===== src/rtl/enc4to2_seq.sv =====
// rtl/enc4to2_seq.sv - registered 4-to-2 encoder with valid/ready handshake and error counter
// Optional ROUND_ROBIN_EN: multi-hot inputs grant round-robin from rr_ptr instead of highest bit.
module enc4to2_seq #(
  parameter int ERR_CNT_W = 8
) (
  input  logic                 clk,
  input  logic                 reset,
  input  logic                 in_valid,
  output logic                 in_ready,
  input  logic [3:0]           Z,
  output logic                 out_valid,
  input  logic                 out_ready,
  output logic [1:0]           I,
  output logic                 enable,
  output logic                 multi,
  output logic [ERR_CNT_W-1:0] err_cnt
);

  logic                 out_valid_q, out_valid_d;
  logic [1:0]           i_q, i_d;
  logic                 enable_q, enable_d;
  logic                 multi_q, multi_d;
  logic [ERR_CNT_W-1:0] err_cnt_q, err_cnt_d;

  logic       accept;
  logic       z_any;
  logic       z_multi;
  logic [1:0] grant;

  assign in_ready = !out_valid_q || out_ready;
  assign accept   = in_valid && in_ready;
  assign z_any    = |Z;
  // clearing the lowest set bit leaves something only if two or more bits were set
  assign z_multi  = (Z & (Z - 4'd1)) != 4'd0;

`ifdef ROUND_ROBIN_EN
  logic [1:0] rr_ptr_q, rr_ptr_d;

  // scan offsets downward so the nearest set bit at or above rr_ptr wins
  always_comb begin
    grant = 2'd0;
    for (int k = 3; k >= 0; k--) begin
      if (Z[rr_ptr_q + 2'(k)]) grant = rr_ptr_q + 2'(k);
    end
    rr_ptr_d = rr_ptr_q;
    if (accept && z_any) rr_ptr_d = grant + 2'd1;
  end
`else
  always_comb begin
    if (Z[3])      grant = 2'd3;
    else if (Z[2]) grant = 2'd2;
    else if (Z[1]) grant = 2'd1;
    else           grant = 2'd0;
  end
`endif

  always_comb begin
    out_valid_d = out_valid_q;
    i_d         = i_q;
    enable_d    = enable_q;
    multi_d     = multi_q;
    err_cnt_d   = err_cnt_q;
    if (accept) begin
      out_valid_d = 1'b1;
      i_d         = grant;
      enable_d    = z_any;
      multi_d     = z_multi;
      if ((!z_any || z_multi) && (err_cnt_q != {ERR_CNT_W{1'b1}}))
        err_cnt_d = err_cnt_q + ERR_CNT_W'(1);
    end else if (out_valid_q && out_ready) begin
      out_valid_d = 1'b0;
    end
  end

  always_ff @(posedge clk) begin
    if (reset) begin
      out_valid_q <= 1'b0;
      i_q         <= 2'd0;
      enable_q    <= 1'b0;
      multi_q     <= 1'b0;
      err_cnt_q   <= '0;
`ifdef ROUND_ROBIN_EN
      rr_ptr_q    <= 2'd0;
`endif
    end else begin
      out_valid_q <= out_valid_d;
      i_q         <= i_d;
      enable_q    <= enable_d;
      multi_q     <= multi_d;
      err_cnt_q   <= err_cnt_d;
`ifdef ROUND_ROBIN_EN
      rr_ptr_q    <= rr_ptr_d;
`endif
    end
  end

  assign out_valid = out_valid_q;
  assign I         = i_q;
  assign enable    = enable_q;
  assign multi     = multi_q;
  assign err_cnt   = err_cnt_q;

endmodule


===== config.mk =====
export PLATFORM = sky130hd
export DESIGN_NAME = enc4to2_seq
export DESIGN_NICKNAME = d
export VERILOG_FILES = /design/src/rtl/enc4to2_seq.sv
export SDC_FILE = /design/constraint.sdc
export NUM_CORES = 1
export LEC_CHECK = 0
export CORE_UTILIZATION = 40
export DETAILED_ROUTE_END_ITERATION = 7
export PLACE_DENSITY = 0.79
export REMOVE_ABC_BUFFERS = 1
export SLEW_MARGIN = 25
export SYNTH_ARGS = -nofsm -noshare
export SYNTH_HDL_FRONTEND = slang
export SYNTH_SLANG_ARGS = --single-unit

===== constraint.sdc =====
create_clock -name clk -period 1.7 [get_ports clk]
set_input_delay 0.34 -clock clk [delete_from_list [all_inputs] [get_ports clk]]
set_output_delay 0.34 -clock clk [all_outputs]
set_load 0.02 [all_outputs]

## Word level (Yosys, flattened, before mapping)

Index checks and enable logic that the tools add are counted.

- Flip-flop bits (word level): 13
- Bits in latches: 0
- Memory bits (writable): 0
- Memory bits (read-only): 0
- Input port bits: 8
- Output and inout bits: 14
- Logic and storage cells: 25
- Memories: 0

- Add/subtract/negate cells: 2
- Multiply operators: 0
- Div/mod/pow operators: 0
- $lt $le $gt $ge: 0
- Equality and inequality tests: 1
- Shift operators: 0
- Mux-type cells: 5
- Bitwise logic cells: 1
- Reduce and logical (&&, ||, !) cells: 11

Operator list:

| operator | count |
|---|---|
| $add A8 B1 Y8 const B | 1 |
| $ne A8 B8 Y1 const B | 1 |
| $and A4 B4 Y4 | 1 |
| $mux W2 | 2 |
| $reduce_bool A4 Y1 | 1 |
| $reduce_or A4 Y1 | 1 |
| $sub A4 B1 Y4 const B | 1 |
| $logic_and A1 B1 Y1 | 3 |
| $mux W1 | 3 |
| $logic_not A1 Y1 | 2 |
| $logic_or A1 B1 Y1 | 2 |
| $reduce_and A2 Y1 | 1 |
| $reduce_bool A2 Y1 | 1 |

## Longest topological paths before layout

Gate-level depths: netlist of the first run.

- Word-level depth: 6
- Mapped depth: 5
- Gate-level depth less buffers: 5

## Worst setup path after synthesis of the first run

No wires, ideal clock.

- Path type: in2reg
- Start point: in Z[1]
- End point: reg err_cnt_q[6] (netlist: err_cnt[6])
- Setup time: 0.123 ns
- Arrival: 1.564 ns
- Data required time: 1.577 ns
- Slack: 0.012 ns
- Stages: 5
- Cells stage by stage: nor2b_1 -> a221o_1 -> buf_6 -> nor4_4 -> mux2_1

- Longest elaborated chain between the ends: 6
- Elaborated cells between the ends (all ways): 8

Ends and longest elaborated chain:

| what | RTL line | text |
|---|---|---|
| start, declared | 10 | `input logic [3:0] Z,` |
| $sub A4 B1 Y4 | 34 | `assign z_multi = (Z & (Z - 4'd1)) != 4'd0;` |
| $and A4 B4 Y4 | 34 |  |
| $reduce_bool A4 Y1 | 34 |  |
| $logic_or A1 B1 Y1 (*) | 68 | `if ((!z_any \|\| z_multi) && (err_cnt_q != {ERR_CNT_W{1'b1}}))` |
| $logic_and A1 B1 Y1 (*) | 68 |  |
| $reduce_and A2 Y1 (no line) (*) | - |  |
| end signal, assigned | 90 | `err_cnt_q <= err_cnt_d;` |
| end, declared | 23 | `logic [ERR_CNT_W-1:0] err_cnt_q, err_cnt_d;` |

Mark *: on every way between the ends. The rest lies on a longest branch, timed or not.
A chain may end at the register's enable or synchronous reset.

## Worst setup path in the final report of the first run

- Start point: in Z[1]
- End point: reg err_cnt_q[0] (netlist: err_cnt[0])

The elaborated chain is that of the path after synthesis.

==> results.md, run 1 <==
- Result of the run: finished, violations left
- Violated checks: DRC
- Power per cell area: 648 nW/um^2
- Number of synthesis warnings: 0
- Detailed-route via count: 776
- Setup repair after global routing missed its margin: yes
- Worst path arrival time: 1.90 ns
- Area Overhead vs Synth: 51.2%
- Ratio of cells with drive above 1 in the final layout: 0.259
- # hold bufs at CTS: 0
- Final setup TNS: 0 ns
- Achievable clock frequency: 598 MHz
- Overall overflow remaining after global route: 0
- Setup violations, final: 0
- Die X: 43.9 um
- I/O Pins: 22
- Detail Route met3 WL: 99 um
- Filler instances: 130
- Element type at the critical path start: input pin
- Min-Delay Path Class: register to register
- Die Height: 43.9 um
- Post-synthesis cell area: 702 um^2
- Startpoint-to-endpoint class of the critical path: input pin to register
- Endpoint required time on the critical path: 1.93 ns
- Number of slew-limit violations in the final report: 0
- Residual DRC count: 1
- Buffer type at the clock tree root: sky130_fd_sc_hd__clkbuf_4
- Final period util: 0.983
- Violation count after the first detailed-route iteration: 38
- Fin Clk Skew: 0.00334 ns
- Total Die Area: 1930 um^2
- Vias per std cell: 6.06
- Final standard cell count with taps included and fillers excluded: 128
- Max Buffers Root-to-Sink: 2
- Number of cells produced by synthesis: 80
- Core Rows: 14
- Post-DP HPWL: 1230 um
- Worst-path clk slew: 0.09 ns
- Relative slew slack: 0.696
- Number of maximum-capacitance violations: 0
- Final number of hold-violating endpoints: 0
- Pin count of the biggest net entering global routing: 11
- Synthesized flop and latch total: 13
- Htree depth: 1
- Number of detailed-routing iterations run before antenna repair: 8
- Biggest area consumer among synthesized cells: sky130_fd_sc_hd__dfxtp_1
- Slew @ Worst Pin: 0.450 ns
- Sequential area share after synthesis: 0.371
- Global-route usage over all layers: 0.203
- Total wire length: 1870 um
- PnR Total Power: 0.000687 W
- Buffers inserted by post-CTS timing repair: 0
- Number of routed nets with antenna violations: 0
- Cell types occupying the most area after synthesis: sky130_fd_sc_hd__dfxtp_1 (37%), sky130_fd_sc_hd__a21oi_1 (7.1%), sky130_fd_sc_hd__nor4_4 (6.1%)
- I/O Buffers: 21
- Yosys top cell area share: 0.371
- Placeable core region: 1580 um^2
- Clock buffers created by TritonCTS: 3
- Maximum fanout along the worst path: 5
- Fin nets: 122
- Top layer reached by signal wires: met4
- Kind of end point of the critical path: register
- Maximum vdd ir drop: 481 uV
- Initial core utilization: 0.445
- Met2 routed wirelength: 909 um
- Clock tree from TritonCTS: yes
- Met1 routed wirelength after detailed routing: 823 um
- Number of distinct library cell variants in the gate-level netlist after synthesis: 30
- Ant. Diodes: 0
- Via count of the first global-routing pass: 637
- Later-pin clock latency in the skew report: 0.29 ns
- Wire length of the first global-routing pass: 2840 um
- Final RePlAce weighted congestion: 0.753
- Post-placement cell count: 123
- Leakage power: 0.438 nW
- Worst hold margin: 0.460 ns
- Final routed wire length divided by cell count: 14.6 um
- Crit path time final: 1.67 ns
- Syn_area_per_cell: 8.77 um^2
- Initial antenna violation count: 0
- Sinks on Clock Net: 13
[Yosys cell counts, drive strengths merged]
| library cell | number |
|---|---|
| o21ai | 3 |
| a211oi | 2 |
| o21bai | 1 |
| or3 | 2 |
| a221o | 1 |
| nand2b | 2 |
| a311oi | 1 |
| nand3 | 3 |
| inv | 4 |
| nor2 | 8 |
| and4 | 1 |
| and2 | 1 |
| o31ai | 4 |
| nor4 | 2 |
| o311ai | 1 |
| or4 | 4 |
| dfxtp | 13 |
| buf | 1 |
| nand4 | 2 |
| a21oi | 10 |
| xor2 | 1 |
| ha | 1 |
| nor2b | 3 |
| clkbuf | 2 |
| mux2 | 2 |
| nand2 | 3 |
| o211ai | 1 |
| nor4b | 1 |
[state kept, by name, summed over array words and instances (netlist names)]
signal	count
err_cnt	8
out_valid	1
enable	1
I	2
multi	1
[where the power goes]
part / total (W) / switching [W] / internal [W]
sequential: 0.000329 / 0.0000106 / 0.000318
clock: 0.000204 / 0.000113 / 0.0000913
combinational: 0.000154 / 0.0000832 / 0.0000712
total: 0.000687 / 0.000207 / 0.000481
[critical path, stage by stage]
cell and delay [ns]:
sky130_fd_sc_hd__dlygate4sd2_1 0.26, sky130_fd_sc_hd__nor2b_1 0.16, sky130_fd_sc_hd__a221o_2 0.45, sky130_fd_sc_hd__buf_4 0.18, sky130_fd_sc_hd__or3_1 0.36, sky130_fd_sc_hd__a21oi_2 0.14
[worst paths after layout]
kind / end / cells past startpoint / from / slack [ns]
hold reg to reg: multi / 2 / multi / 0.46
hold / removal: multi / 2 / multi / 0.46
setup reg to reg: err_cnt[6] / 5 / err_cnt[0] / 0.09
setup / recovery: err_cnt[0] / 6 / Z[1] / 0.03
[cell type report]
cell class	count	area, um^2	area share
Multi-Input combinational cell	61	459	0.433
Timing Repair Buffer	30	278	0.262
Sequential cell	13	263	0.248
Clock buffer	4	26.3	0.0248
Tap cell	16	20.0	0.0189
Inverter	4	15.0	0.0142
[through the flow]
step	utilization	cell area, um^2	setup WS [ns]
floorplan	-	683	-0.00809
detailed placement	0.622	981	-0.610
CTS	0.645	1020	0.00196
global placement	0.622	981	-0.574
global route	0.673	1060	-0.0465
finish	0.673	1060	0.0284
[layer usage]
metal  vias to the layer above  global-route usage
li1                        369                   -
met1                       366               0.260
met2                        36               0.319
met3                         5              0.0292
met4                         0               0.127
met5                         -                   0
[cell families after synthesis]
| group | Yosys count | synth area share |
|---|---|---|
| AND/OR/NAND/NOR | 32 | 0.301 |
| AO/OA/AOI/OAI | 24 | 0.217 |
| multiplexers | 2 | 0.0321 |
| buffers and inverters | 7 | 0.0481 |
| adder cells (fa/ha/maj) | 1 | 0.0178 |
| flip-flops | 13 | 0.371 |
| XOR/XNOR | 1 | 0.0125 |
[layout by cell type, fill, tap and decap left out, types with 2 or more instances in the layout]
| cell | count |
|---|---|
| sky130_fd_sc_hd__nand4_1 | 2 |
| sky130_fd_sc_hd__nor2b_1 | 3 |
| sky130_fd_sc_hd__nand3_1 | 3 |
| sky130_fd_sc_hd__nand2_1 | 3 |
| sky130_fd_sc_hd__dfxtp_1 | 11 |
| sky130_fd_sc_hd__or4_1 | 2 |
| sky130_fd_sc_hd__o21ai_1 | 3 |
| sky130_fd_sc_hd__o31ai_1 | 4 |
| sky130_fd_sc_hd__dlymetal6s2s_1 | 3 |
| sky130_fd_sc_hd__dlygate4sd2_1 | 3 |
| sky130_fd_sc_hd__nor4_4 | 2 |
| sky130_fd_sc_hd__nor2_1 | 7 |
| sky130_fd_sc_hd__or4_4 | 2 |
| sky130_fd_sc_hd__buf_4 | 9 |
| sky130_fd_sc_hd__mux2_1 | 2 |
| sky130_fd_sc_hd__clkbuf_4 | 3 |
| sky130_fd_sc_hd__a21oi_2 | 4 |
| sky130_fd_sc_hd__inv_1 | 4 |
| sky130_fd_sc_hd__or3_1 | 2 |
| sky130_fd_sc_hd__a21oi_1 | 6 |
| sky130_fd_sc_hd__clkdlybuf4s50_1 | 12 |
| sky130_fd_sc_hd__a211oi_1 | 2 |
| sky130_fd_sc_hd__dfxtp_2 | 2 |
[what timing repair did]
| action | CTS | global route |
|---|---|---|
| setup endpoints to repair | 10 | 12 |
| resized for setup | 12 | 18 |
| pin swaps | 2 | 4 |
| gates cloned | 1 | 0 |
(Power assumes the default switching activity.)
==> inputs of run 2 (changes only) <==
- ABC_CLOCK_PERIOD_IN_PS: unset -> 1700
==> results of run 2 <==
The final DEF is identical to that of run 1; final timing and power are the same.
